$ cat config.mk
export PLATFORM = sky130hd
export DESIGN_NAME = regfile_wb_ctrl
export DESIGN_NICKNAME = d
export VERILOG_FILES = /design/src/rtl/regfile_wb_pkg.sv /design/src/rtl/wb_slot.sv /design/src/rtl/regfile_wb_ctrl.sv
export SDC_FILE = /design/constraint.sdc
export NUM_CORES = 1
export LEC_CHECK = 0
export BUFFER_PORTS_ARGS = -buffer_cell sky130_fd_sc_hd__buf_4
export CAP_MARGIN = 15
export CORE_UTILIZATION = 39
export DETAILED_ROUTE_END_ITERATION = 7
export GPL_ROUTABILITY_DRIVEN = 0
export PLACE_DENSITY_LB_ADDON = 0.3
export SYNTH_ARGS = -nofsm -noshare
export SYNTH_HDL_FRONTEND = slang
export SYNTH_SLANG_ARGS = --single-unit
$ cat constraint.sdc
create_clock -name clk -period 4.2 [get_ports clk]
set_clock_uncertainty 0.15 [all_clocks]
set_input_delay 1.26 -clock clk [delete_from_list [all_inputs] [get_ports clk]]
set_output_delay 1.26 -clock clk [all_outputs]
set_load 0.01 [all_outputs]
$ cat src/rtl/regfile_wb_pkg.sv
// Shared constants and types for the register-file write-back controller.
// Holds data/address widths, source enum and the scoreboard mask helper.
package regfile_wb_pkg;

    localparam int DATA_W   = 32;
    localparam int ADDR_W   = 5;
    localparam int NUM_REGS = 2 ** ADDR_W;

    typedef enum logic {
        SRC_ALU = 1'b0,
        SRC_MEM = 1'b1
    } src_e;

    // r0 is hardwired, so its bit never appears in any mask
    function automatic logic [NUM_REGS-1:0] rd_onehot(
        input logic [ADDR_W-1:0] rd
    );
        logic [NUM_REGS-1:0] m;
        m     = '0;
        m[rd] = 1'b1;
        m[0]  = 1'b0;
        return m;
    endfunction

endpackage

$ cat src/rtl/wb_slot.sv
// One-entry result holding register with a valid/ready input side.
// The slot accepts a new result in the same cycle it is being drained.
module wb_slot
    import regfile_wb_pkg::*;
#(
    parameter int RD_W = ADDR_W,
    parameter int D_W  = DATA_W
)
(
    input  logic            clk,
    input  logic            rst_n,
    input  logic            in_valid,
    output logic            in_ready,
    input  logic [RD_W-1:0] in_rd,
    input  logic [D_W-1:0]  in_data,
    input  logic            grant,
    output logic            full,
    output logic [RD_W-1:0] rd,
    output logic [D_W-1:0]  data
);

    logic accept;

    assign in_ready = !full || grant;
    assign accept   = in_valid && in_ready;

    always_ff @(posedge clk or negedge rst_n) begin
        if (!rst_n) begin
            full <= 1'b0;
            rd   <= '0;
            data <= '0;
        end else if (accept) begin
            full <= 1'b1;
            rd   <= in_rd;
            data <= in_data;
        end else if (grant) begin
            full <= 1'b0;
        end
    end

endmodule

$ cat src/rtl/regfile_wb_ctrl.sv
// Register-file write-back controller: ALU/load slots, round-robin arbiter,
// busy scoreboard and RAW hazard flag. Optional bypass via WB_BYPASS_EN.
module regfile_wb_ctrl
    import regfile_wb_pkg::*;
(
    input  logic                clk,
    input  logic                rst_n,
    input  logic                alu_valid,
    output logic                alu_ready,
    input  logic [ADDR_W-1:0]   alu_rd,
    input  logic [DATA_W-1:0]   alu_data,
    input  logic                mem_valid,
    output logic                mem_ready,
    input  logic [ADDR_W-1:0]   mem_rd,
    input  logic [DATA_W-1:0]   mem_data,
    input  logic                iss_valid,
    input  logic [ADDR_W-1:0]   iss_rd,
    input  logic [ADDR_W-1:0]   chk_rs,
    input  logic [ADDR_W-1:0]   chk_rt,
    output logic                hazard,
    output logic [NUM_REGS-1:0] busy_mask,
`ifdef WB_BYPASS_EN
    output logic                fwd_a_sel,
    output logic                fwd_b_sel,
    output logic [DATA_W-1:0]   fwd_data,
`endif
    output logic                wb_we,
    output logic [ADDR_W-1:0]   wb_rd,
    output logic [DATA_W-1:0]   wb_data
);

    logic              alu_full;
    logic [ADDR_W-1:0] alu_rd_q;
    logic [DATA_W-1:0] alu_data_q;
    logic              mem_full;
    logic [ADDR_W-1:0] mem_rd_q;
    logic [DATA_W-1:0] mem_data_q;

    logic              grant_alu;
    logic              grant_mem;
    logic              grant_any;
    logic [ADDR_W-1:0] g_rd;
    logic [DATA_W-1:0] g_data;
    src_e              last_grant;

    logic [NUM_REGS-1:0] set_mask;
    logic [NUM_REGS-1:0] clr_mask;

    logic src_busy;
    logic wb_hit_a;
    logic wb_hit_b;

    wb_slot #(.RD_W(ADDR_W), .D_W(DATA_W)) u_alu_slot (
        .clk      (clk),
        .rst_n    (rst_n),
        .in_valid (alu_valid),
        .in_ready (alu_ready),
        .in_rd    (alu_rd),
        .in_data  (alu_data),
        .grant    (grant_alu),
        .full     (alu_full),
        .rd       (alu_rd_q),
        .data     (alu_data_q)
    );

    wb_slot #(.RD_W(ADDR_W), .D_W(DATA_W)) u_mem_slot (
        .clk      (clk),
        .rst_n    (rst_n),
        .in_valid (mem_valid),
        .in_ready (mem_ready),
        .in_rd    (mem_rd),
        .in_data  (mem_data),
        .grant    (grant_mem),
        .full     (mem_full),
        .rd       (mem_rd_q),
        .data     (mem_data_q)
    );

    // On contention the source that did not win last time goes first
    always_comb begin
        grant_alu = 1'b0;
        grant_mem = 1'b0;
        priority case (1'b1)
            alu_full && mem_full: begin
                grant_alu = (last_grant == SRC_MEM);
                grant_mem = (last_grant == SRC_ALU);
            end
            alu_full: grant_alu = 1'b1;
            mem_full: grant_mem = 1'b1;
            default: ;
        endcase
    end

    assign grant_any = grant_alu || grant_mem;
    assign g_rd      = grant_alu ? alu_rd_q   : mem_rd_q;
    assign g_data    = grant_alu ? alu_data_q : mem_data_q;

    always_ff @(posedge clk or negedge rst_n) begin
        if (!rst_n) begin
            last_grant <= SRC_MEM;
        end else if (grant_any) begin
            last_grant <= grant_alu ? SRC_ALU : SRC_MEM;
        end
    end

    always_ff @(posedge clk or negedge rst_n) begin
        if (!rst_n) begin
            wb_we   <= 1'b0;
            wb_rd   <= '0;
            wb_data <= '0;
        end else begin
            wb_we <= grant_any && (g_rd != '0);
            if (grant_any) begin
                wb_rd   <= g_rd;
                wb_data <= g_data;
            end
        end
    end

    assign set_mask = iss_valid ? rd_onehot(iss_rd) : '0;
    assign clr_mask = grant_any ? rd_onehot(g_rd)   : '0;

    // A same-edge issue to the retiring register keeps the bit pending
    always_ff @(posedge clk or negedge rst_n) begin
        if (!rst_n) begin
            busy_mask <= '0;
        end else begin
            busy_mask <= (busy_mask & ~clr_mask) | set_mask;
        end
    end

    assign src_busy = busy_mask[chk_rs] || busy_mask[chk_rt];
    assign wb_hit_a = wb_we && (wb_rd == chk_rs) && (chk_rs != '0);
    assign wb_hit_b = wb_we && (wb_rd == chk_rt) && (chk_rt != '0);

`ifdef WB_BYPASS_EN
    assign fwd_a_sel = wb_hit_a;
    assign fwd_b_sel = wb_hit_b;
    assign fwd_data  = wb_data;
    assign hazard    = src_busy;
`else
    assign hazard    = src_busy || wb_hit_a || wb_hit_b;
`endif

endmodule
==> impl_metrics.json <==
{
  "status": "completed",
  "post_cts_buffers": 0,
  "drtIter0Drc": 318,
  "core_mm2": 0.01664,
  "cp_cell_sequence": "buf_4 -> mux2_2 -> a2111oi_2 -> a2111oi_0 -> a21oi_1 -> nand3_1 -> buf_4",
  "synth-edff-count": 0,
  "cts-root-buf": "clkbuf_16",
  "vias": 5191,
  "fin_area_mm2": 0.008700,
  "r2r_start": "u_mem_slot.full$_DFFE_PN0P_",
  "wl_per_cell_um": 19.25,
  "area.growth.synth_to_final_pct": 30.40,
  "track_usage": 0.2149,
  "reg2reg_depth": 4,
  "cts_buffer_depth": 2,
  "ir_drop_uv": 297.7,
  "nFillCells": 1459,
  "hpwl_um": 12660,
  "worst_setup_path_end_kind": "primary output",
  "critPathLaunchType": "input port",
  "cts_tree": "built",
  "fp-row-count": 47,
  "port_buffers": 165,
  "leakage_nw": 3.843,
  "cts_sinks": 146,
  "fin_ws_ns": 0.09796,
  "antenna_found_initial": 0,
  "report.final.hold_viol_count": 0,
  "path_buf_inv": 2,
  "grt_overflow": 0,
  "syn_inst": 554,
  "ys_types": 49,
  "dieHeight_um": 132.8,
  "powerDensity_mw_per_mm2": 720.3,
  "drcViolationCount": 0,
  "swShare": 0.3525,
  "ys_seq_area_frac": 0.5478,
  "seqPwrFrac": 0.399,
  "antenna_cells": 0,
  "synthesis.area_mm2": 0.006671,
  "critical_path_class": "in2out",
  "hp-start": "u_mem_slot.data[31]$_DFFE_PN0P_",
  "holdPathStages": 2,
  "timing.final.max_slew_violations": 0,
  "die_area_mm2": 0.01763,
  "synth-async-reset-ratio": 1.000,
  "relSlewSlack": 0.2438,
  "drive_gt1_frac": 0.3821,
  "combPwrFrac": 0.350,
  "cpPeakStageDelay_ns": 0.37,
  "critPathArrivalTime_ns": 2.69,
  "ant_nets": 0,
  "cts_max_level": 4,
  "power_frac_clock": 0.251,
  "cp_max_fo": 8,
  "post-route-period-util": 0.9767,
  "dr.pass1.iters": 6,
  "cts.clk_slew.worst_paths_ns": 0.06,
  "max_slew.worst_pin.slew_ns": 1.132,
  "regToRegSetupSlack_ns": 1.62,
  "syn_nets": 648,
  "regArea_mm2": 0.003655,
  "p_int_w": 0.004058,
  "multi_input_area_mm2": 0.002848,
  "wl_um": 18190,
  "cts_buffers": 17,
  "initial_utilization": 0.4009,
  "min_to": "wb_data[31]$_DFFE_PN0P_",
  "drv_cap": 0,
  "synthFlopType": "dfrtp_1",
  "path_delay_family": "compound AO/OA/AOI/OAI gates",
  "grt_pass1_wl_um": 29480,
  "routed_via_density": 5.493,
  "ys_warn_count": 0,
  "max_freq_mhz": 243.8,
  "final_nets": 806,
  "setup_viol": 0,
  "crit_required_ns": 2.79,
  "utilization": 0.5227,
  "placed_cell_area_mm2": 0.008065,
  "clk-insertion-delay-late_ns": 0.42,
  "period_minus_slack_ns": 4.102,
  "boundaryPins": 167,
  "ys_ff_latch": 146,
  "fp.dieW_um": 132.8,
  "pre_cts_slack_ns": 0.03912,
  "p_switching_w": 0.002209,
  "crit_slowest_cell": "mux2_2",
  "first_global_vias": 5640,
  "path_common_cell": "buf_4",
  "holdCritPathClass": "reg2reg",
  "r2r-end": "u_alu_slot.data[13]$_DFFE_PN0P_",
  "grt_max_degree": 101,
  "avgSynthCellArea_um2": 12.04
}
## cells by family after synthesis
| group | share of synthesized area |
|---|---|
| DFF | 0.5478 |
| and+or+nand+nor | 0.09696 |
| AOI/OAI and AO/OA | 0.1260 |
| muxes | 0.1887 |
| buffers and inverters | 0.02944 |
| xor gates and xnor gates | 0.01050 |
| other | 0.0005621 |
## state kept, by name, summed over array words and instances (netlist names), 5 cells and up
| register | cells |
|---|---|
| u_alu_slot.data | 32 |
| busy_mask | 31 |
| u_alu_slot.rd | 5 |
| u_mem_slot.rd | 5 |
| wb_data | 32 |
| u_mem_slot.data | 32 |
| wb_rd | 5 |
## routing by layer
layer	GRT usage	vias to the layer above	part of all wire
met5	0	-	0
met4	0.08174	0	0.022
met3	0.06858	33	0.073
met2	0.3554	188	0.49
met1	0.2613	2628	0.42
li1	-	2342	-
## worst max-delay path by stage
| stage | endpoint | cells past startpoint | slack (ns) | startpoint |
|---|---|---|---|---|
| 2_1_floorplan | hazard | 6 | 0.32 | chk_rt[2] |
| 3_3_place_gp | hazard | 7 | 0.15 | chk_rt[2] |
| 3_5_place_dp | hazard | 7 | 0.04 | chk_rt[2] |
| 4_1_cts | hazard | 7 | 0.04 | chk_rt[2] |
| 5_1_grt | hazard | 7 | -0.0007 | chk_rt[2] |
| 6_report | hazard | 7 | 0.1 | chk_rt[2] |
## power groups by stage
stage	clock network [W]	registers, W	logic, W
after global placement	0	0.00247	0.00214
after floorplan	0	0.00247	0.00114
final	0.00157	0.00250	0.00220
after CTS	0.00160	0.00249	0.00222
after global routing	0.00166	0.00257	0.00239
after detailed placement	0	0.00250	0.00221
## cells in the mapped netlist (all sizes together) (6+ instances only)
master | n | area, um2
a21oi | 12 | 60.06
a22oi | 32 | 240.2
buf | 22 | 151.4
clkbuf | 8 | 30.03
dfrtp | 145 | 3628
mux2 | 76 | 855.8
mux2i | 11 | 110.1
mux4 | 13 | 292.8
nand2 | 82 | 320.3
nand2b | 7 | 43.79
nand3 | 6 | 30.03
nor2 | 10 | 40.04
o21ai | 57 | 285.3
o31ai | 15 | 112.6
xnor2 | 8 | 70.07
## worst reg2reg max path: stages, from the launching register on
cell and delay [ns]:
dfrtp_1 0.46, and2b_1 0.45, nand2_1 0.18, nand2_2 0.77, mux2_2 0.45
## area by class of cell
class | count | share of cell area
inverter | 4 | 0.001726
clock inverter | 11 | 0.01740
multi-input combinational | 374 | 0.3273
sequential | 146 | 0.4201
tap | 220 | 0.03164
timing repair buffer | 169 | 0.1477
clock buffer | 21 | 0.05408
## metrics by stage
| stage | hold WS, ns | total power [W] | TNS (ns) | std cells |
|---|---|---|---|---|
| 3_5_place_dp | 0.3108 | 0.004712 | 0 | 913 |
| 6_report | 0.3226 | 0.006266 | 0 | 945 |
| 3_3_place_gp | 0.3029 | 0.004615 | 0 | 913 |
| 5_1_grt | 0.3386 | 0.006616 | -0.0006877 | 945 |
| 2_1_floorplan | 0.2904 | 0.003617 | 0 | 554 |
| 4_1_cts | 0.3240 | 0.006305 | 0 | 945 |
## cells in the final DEF, fill, tap and decap left out, types with 6 or more instances in the layout
cell | synthesis | layout
buf_4 | 7 | 167
dfrtp_1 | 145 | 145
nand2_1 | 79 | 79
o21ai_0 | 48 | 48
mux2_2 | 46 | 46
a22oi_1 | 32 | 32
mux2_1 | 30 | 30
clkbuf_16 | 0 | 17
o31ai_1 | 15 | 15
mux4_2 | 13 | 13
a21oi_1 | 12 | 12
mux2i_1 | 11 | 11
o21ai_1 | 9 | 9
xnor2_1 | 8 | 8
nand2b_1 | 7 | 7
nor2_1 | 9 | 7
nand3_1 | 6 | 6
## what timing repair did
action / in CTS / in global routing
hold buffers: 0 / 0
endpoints found under the setup margin: 0 / 1
resized for setup: 0 / 3
(Power assumes the default switching activity.)
